--- config.mk ---
export PLATFORM = sky130hd
export DESIGN_NAME = apb4_slave_bridge
export DESIGN_NICKNAME = d
export VERILOG_FILES = /design/src/rtl/apb4_bridge_pkg.sv /design/src/rtl/apb4_slave_bridge.sv
export SDC_FILE = /design/constraint.sdc
export NUM_CORES = 1
export LEC_CHECK = 0
export ABC_AREA = 1
export ABC_CLOCK_PERIOD_IN_PS = 1440
export CELL_PAD_IN_SITES_DETAIL_PLACEMENT = 1
export CELL_PAD_IN_SITES_GLOBAL_PLACEMENT = 1
export CORE_AREA = 8 8 137 139
export CTS_CLUSTER_SIZE = 24
export DETAILED_ROUTE_END_ITERATION = 6
export DIE_AREA = 0 0 145 147
export GPL_TIMING_DRIVEN = 0
export PLACE_DENSITY_LB_ADDON = 0.1
export SYNTH_ARGS = -nofsm -noshare
export SYNTH_HDL_FRONTEND = slang
export SYNTH_SLANG_ARGS = --single-unit
--- constraint.sdc ---
create_clock -name clk -period 1.44 [get_ports clk]
set_input_delay 0.144 -clock clk [delete_from_list [all_inputs] [get_ports clk]]
set_output_delay 0.144 -clock clk [all_outputs]
set_load 0.01 [all_outputs]
--- src/rtl/apb4_bridge_pkg.sv ---
// Shared types and helpers for the APB4 to register-map bridge.
package apb4_bridge_pkg;

    // Low PADDR bits that must be zero for a word-aligned access.
    localparam int APB_ALIGN_BITS = 2;

    // Transfer sequencing states of the bridge.
    typedef enum logic [1:0] {
        IDLE  = 2'd0,
        ISSUE = 2'd1,
        WAIT  = 2'd2,
        RESP  = 2'd3
    } bridge_state_t;

    // Expand up to eight byte strobes into a 64-bit bit-enable mask.
    function automatic logic [63:0] strb2biten(input logic [7:0] strb);
        logic [63:0] biten;
        biten = '0;
        for (int i = 0; i < 8; i++) begin
            biten[i*8 +: 8] = {8{strb[i]}};
        end
        return biten;
    endfunction

endpackage

--- src/rtl/apb4_slave_bridge.sv ---
// APB4 completer that turns each APB transfer into a single register-map
// request, screening misaligned and unprivileged accesses and bounding the
// register-map response time with a timeout.
module apb4_slave_bridge
    import apb4_bridge_pkg::*;
#(
    parameter int DATA_WIDTH     = 32,
    parameter int ADDR_WIDTH     = 11,
    parameter int TIMEOUT_CYCLES = 64,
    parameter int PRIV_ONLY      = 0
) (
    input  logic                    clk,
    input  logic                    rst,
    input  logic                    PSEL,
    input  logic                    PENABLE,
    input  logic                    PWRITE,
    input  logic [31:0]             PADDR,
    input  logic [DATA_WIDTH-1:0]   PWDATA,
    input  logic [DATA_WIDTH/8-1:0] PSTRB,
    input  logic [2:0]              PPROT,
    output logic                    PREADY,
    output logic                    PSLVERR,
    output logic [DATA_WIDTH-1:0]   PRDATA,
    output logic                    bus_req,
    output logic                    bus_req_is_wr,
    output logic [ADDR_WIDTH-1:0]   bus_addr,
    output logic [DATA_WIDTH-1:0]   bus_wr_data,
    output logic [DATA_WIDTH-1:0]   bus_wr_biten,
    output logic                    bus_req_stall_wr,
    output logic                    bus_req_stall_rd,
    input  logic                    bus_ready,
    input  logic                    bus_err,
    input  logic [DATA_WIDTH-1:0]   bus_rd_data
);

    localparam int STRB_WIDTH = DATA_WIDTH / 8;
    localparam int CNT_WIDTH  = $clog2(TIMEOUT_CYCLES + 1);
    localparam logic [CNT_WIDTH-1:0] CNT_LAST = CNT_WIDTH'(TIMEOUT_CYCLES - 1);

    bridge_state_t           state;
    bridge_state_t           state_next;
    logic [ADDR_WIDTH-1:0]   addr_q;
    logic                    wr_q;
    logic [DATA_WIDTH-1:0]   wdata_q;
    logic [STRB_WIDTH-1:0]   strb_q;
    logic [CNT_WIDTH-1:0]    cnt_q;
    logic                    err_next;
    logic [DATA_WIDTH-1:0]   rdata_next;
    logic                    pready_q;
    logic                    pslverr_q;
    logic [DATA_WIDTH-1:0]   prdata_q;
    logic                    setup;
    logic                    reject;
    logic                    issue_wr;
    logic [63:0]             biten_full;
    logic                    unused_bits;

    assign setup  = PSEL && !PENABLE;
    assign reject = (PADDR[APB_ALIGN_BITS-1:0] != '0) || ((PRIV_ONLY == 1) && !PPROT[0]);

    // Register-map request is decoded straight from the registered request.
    assign bus_req          = (state == ISSUE);
    assign issue_wr         = bus_req && wr_q;
    assign bus_req_is_wr    = issue_wr;
    assign bus_addr         = addr_q;
    assign biten_full       = strb2biten(8'(strb_q));
    assign bus_wr_data      = issue_wr ? wdata_q : '0;
    assign bus_wr_biten     = issue_wr ? biten_full[DATA_WIDTH-1:0] : '0;
    assign bus_req_stall_wr = 1'b0;
    assign bus_req_stall_rd = 1'b0;

    assign PREADY  = pready_q;
    assign PSLVERR = pslverr_q;
    assign PRDATA  = prdata_q;

    assign unused_bits = ^{PADDR, PPROT, biten_full};

    // State register; a reset abandons any transfer in flight.
    always_ff @(posedge clk or negedge rst) begin
        if (!rst) begin
            state <= IDLE;
        end else begin
            state <= state_next;
        end
    end

    // Next state plus the completion status captured on the way into RESP.
    always_comb begin
        state_next = state;
        err_next   = 1'b0;
        rdata_next = '0;
        case (state)
            IDLE: begin
                if (setup) begin
                    if (reject) begin
                        state_next = RESP;
                        err_next   = 1'b1;
                    end else begin
                        state_next = ISSUE;
                    end
                end
            end
            ISSUE, WAIT: begin
                if (bus_ready) begin
                    state_next = RESP;
                    err_next   = bus_err;
                    rdata_next = wr_q ? '0 : bus_rd_data;
                end else if (state == ISSUE) begin
                    state_next = WAIT;
                end else if (cnt_q == CNT_LAST) begin
                    state_next = RESP;
                    err_next   = 1'b1;
                end
            end
            RESP: begin
                state_next = IDLE;
            end
            default: begin
                state_next = IDLE;
            end
        endcase
    end

    // Capture the setup-phase request and run the WAIT timeout counter.
    always_ff @(posedge clk or negedge rst) begin
        if (!rst) begin
            addr_q  <= '0;
            wr_q    <= 1'b0;
            wdata_q <= '0;
            strb_q  <= '0;
            cnt_q   <= '0;
        end else begin
            if (state == IDLE && setup) begin
                addr_q  <= PADDR[ADDR_WIDTH-1:0];
                wr_q    <= PWRITE;
                wdata_q <= PWDATA;
                strb_q  <= PSTRB;
            end
            if (state_next == ISSUE) begin
                cnt_q <= '0;
            end else if (state == WAIT) begin
                cnt_q <= cnt_q + CNT_WIDTH'(1);
            end
        end
    end

    // APB completion outputs, high for the single RESP cycle and zero otherwise.
    always_ff @(posedge clk or negedge rst) begin
        if (!rst) begin
            pready_q  <= 1'b0;
            pslverr_q <= 1'b0;
            prdata_q  <= '0;
        end else begin
            pready_q  <= (state_next == RESP);
            pslverr_q <= err_next;
            prdata_q  <= rdata_next;
        end
    end

endmodule

==> results.cfg <==
[status]
outcome = complete, but fails checks
violations = negative setup slack

[global_route]
grt_usage = 0.141
grt_max_degree = 50
grt_pass1_wl_um = 23800
antenna_found_initial = 0
grt_pass1_vias = 4075
global_route.overflow_total = 0

[sta]
drv_slew = 0
max_slew_margin = 0.578
skew_ns = 0.00597
setup_violations = 112
finalCritPeriodShare = 1.29
hold_ws_ns = 0.319
hold_violations = 0
tightest_slew_ns = 0.634
layout_min_cycle_time_ns = 1.86
fmax_mhz = 537
setup_ws_ns = -0.421
rsz0062_at_grt = yes

[placed_design]
gp_congestion = 0.691
numPortBuffers = 196
post_dp_cell_area_mm2 = 0.00637
dp_cells = 848
dp_slack_ns = -0.671
hpwl_um = 10800

[worst_setup_path]
path_class = reg -> out
critPathArrivalTime_ns = 1.72
critical_path.cell_chain = inv_2, ha_4, nand2_8, buf_12, nor2_4, buf_6, buf_6, buf_6
cp.required_ns = 1.30
critPathMaxStageDelay_ns = 0.40
path_max_fanout = 5
crit_top_cell = buf_6
critical_path_buf_inv_count = 5
slowest_stage = dfrtp_1
cpLargestDelayFamily = buffers and inverters
start_kind = flop
r2r_slack_ns = -0.09
endpoint_kind = primary output

[yosys]
ys_seq_elements = 91
synth_top_cell_by_area = dfrtp_1
synth_edf_count = 0
synth.avg_cell_area_um2 = 9.54
synthesis.instances = 425
synth_most_common_cell = nor2_1
yosysTopAreaCellShare = 0.561
async_flop_share = 1.00
ys.flop_type = dfrtp_1
synthTopCellsByCount = nor2_1, dfrtp_1, inv_1
yosysWarnings = 0
ys_seq_area_frac = 0.561
yosys.cell_types.count = 23
synth.top_cells.by_area = dfrtp_1, nor2_1, buf_4, a21oi_1, mux2_4
netlist_area_mm2 = 0.00406

[die]
start_util = 0.242
dieArea_mm2 = 0.0213
die_h_um = 147
ios = 223
rows = 48
die_w_um = 145
core_mm2 = 0.0168

[route]
wl_per_cell_um = 16.7
ant_nets = 0
routed_wl_um = 15000
drc = 0
vias = 3638
vias_per_cell = 4.05
drt_pre_antenna_iters = 4
first_iter_violations = 93

[power]
power_switching_mw = 4.80
pwr-share-seq = 0.287
p_comb_frac = 0.531
p_int_mw = 8.38
ir_worst_vdd_mv = 0.718
p_sw_frac = 0.364
power.leakage_nw = 3.61
powerDensity_mw_per_mm2 = 1740
clockPowerShare = 0.182

[cts]
cts_root_buffer = clkbuf_16
cts_buffers = 9
cts_tree = done
cts_num_sinks = 91
clock_path_buffers = 2
clk_latency_ns = 0.34
cts.htree.levels = 3
clkSlewWorstSetupHoldPaths_ns = 0.07

[finish]
layout-drive-gt1-share = 0.398
synthToLayoutAreaGrowth_pct = 86.6
stdcell_area_mm2 = 0.00757
diodes = 0
fin_nets = 784
layoutNonFillerInstCount = 898
fillCellCount = 1840

[flow_run]
drv_cap = 0

[min_path]
hp-class = in -> reg
==> worst register-to-register path, stage by stage (launching register included) <==
cell and delay (ns):
dfrtp_2 0.43, buf_4 0.17, inv_6 0.08, ha_4 0.15
nand2_8 0.09, buf_12 0.17, buf_8 0.15, nor2_4 0.14
a21oi_4 0.04
==> timing repair <==
item	4_1_cts	5_1_grt
gates resized for setup	412	88
buffers inserted	27	9
endpoints found under the hold margin	42	0
hold buffers	1	0
setup endpoints to repair	160	154
gates cloned	5	0
pin swaps	10	5
==> flip-flops by register name, indices dropped and copies added, names as in the netlist <==
name and cells:
PRDATA 32, wdata_q 32, bus_addr 11, cnt_q 7, strb_q 4, state 2, PREADY 1, PSLVERR 1
wr_q 1
==> per-stage QoR <==
step	total power, mW	utilization	TNS, ns
2_1_floorplan	6.64	-	0
3_3_place_gp	9.15	0.379	-361.08
3_5_place_dp	9.33	0.380	-48.12
4_1_cts	12.9	0.431	-24.93
5_1_grt	14.1	0.452	-30.47
6_report	13.2	0.452	-21.82
==> final timing paths <==
kind,from,end,depth (start not counted)
max,state[1]$_DFF_PN0_,bus_wr_biten[6],8
min,bus_rd_data[23],PRDATA[23]$_DFF_PN0_,3
max reg2reg,state[0]$_DFF_PN0_,wdata_q[30]$_DFFE_PN0P_,8
min reg2reg,bus_addr[8]$_DFFE_PN0P_,bus_addr[8]$_DFFE_PN0P_,1
max in group asynchronous,rst,PRDATA[27]$_DFF_PN0_,3
min in group asynchronous,rst,strb_q[1]$_DFFE_PN0P_,2
==> power groups by stage <==
stage | logic [mW] | clock network (mW) | registers [mW]
2_1_floorplan | 2.66 | 0 | 3.98
3_3_place_gp | 5.33 | 0 | 3.82
3_5_place_dp | 5.47 | 0 | 3.86
4_1_cts | 6.62 | 2.49 | 3.79
5_1_grt | 7.61 | 2.57 | 3.87
6_report | 7.01 | 2.40 | 3.78
==> cells by family after synthesis <==
| logic type | synth area share |
|---|---|
| buf+inv | 0.130 |
| compound gates | 0.0697 |
| other cells | 0.000924 |
| simple gates | 0.159 |
| flops | 0.561 |
| xor+xnor | 0.0130 |
| mux | 0.0469 |
| fa+ha+maj | 0.0185 |
==> area by class of cell <==
cell class	count	area [µm²]	area share
clock buffer	11	233	0.0307
timing repair buffer	236	2360	0.311
multi-input combinational	242	1680	0.222
buffer	43	502	0.0663
inverter	45	179	0.0236
sequential	91	2280	0.301
tap	225	282	0.0372
clock inverter	5	62.6	0.00826
==> layout by cell type (no fill, tap or decap), types with 14 or more instances in the layout <==
master / Yosys / final
nor2_1: 111 / 67
nor2_2: 0 / 22
buf_6: 7 / 85
buf_2: 9 / 26
a21oi_1: 37 / 14
clkdlybuf4s50_1: 0 / 121
inv_1: 45 / 40
nor2_4: 1 / 23
nand2_1: 44 / 41
buf_4: 30 / 20
dfrtp_1: 91 / 90
a21oi_2: 10 / 30
==> metal layers <==
metal  track usage  part of all wire  vias to the layer above
met5             0                 0                        -
met4        0.0426             0.011                        0
met3        0.0498             0.070                       11
met2         0.237              0.50                      112
met1         0.167              0.42                     1762
li1              -                 -                     1753
Note: power is estimated with default switching activity, not from simulation.
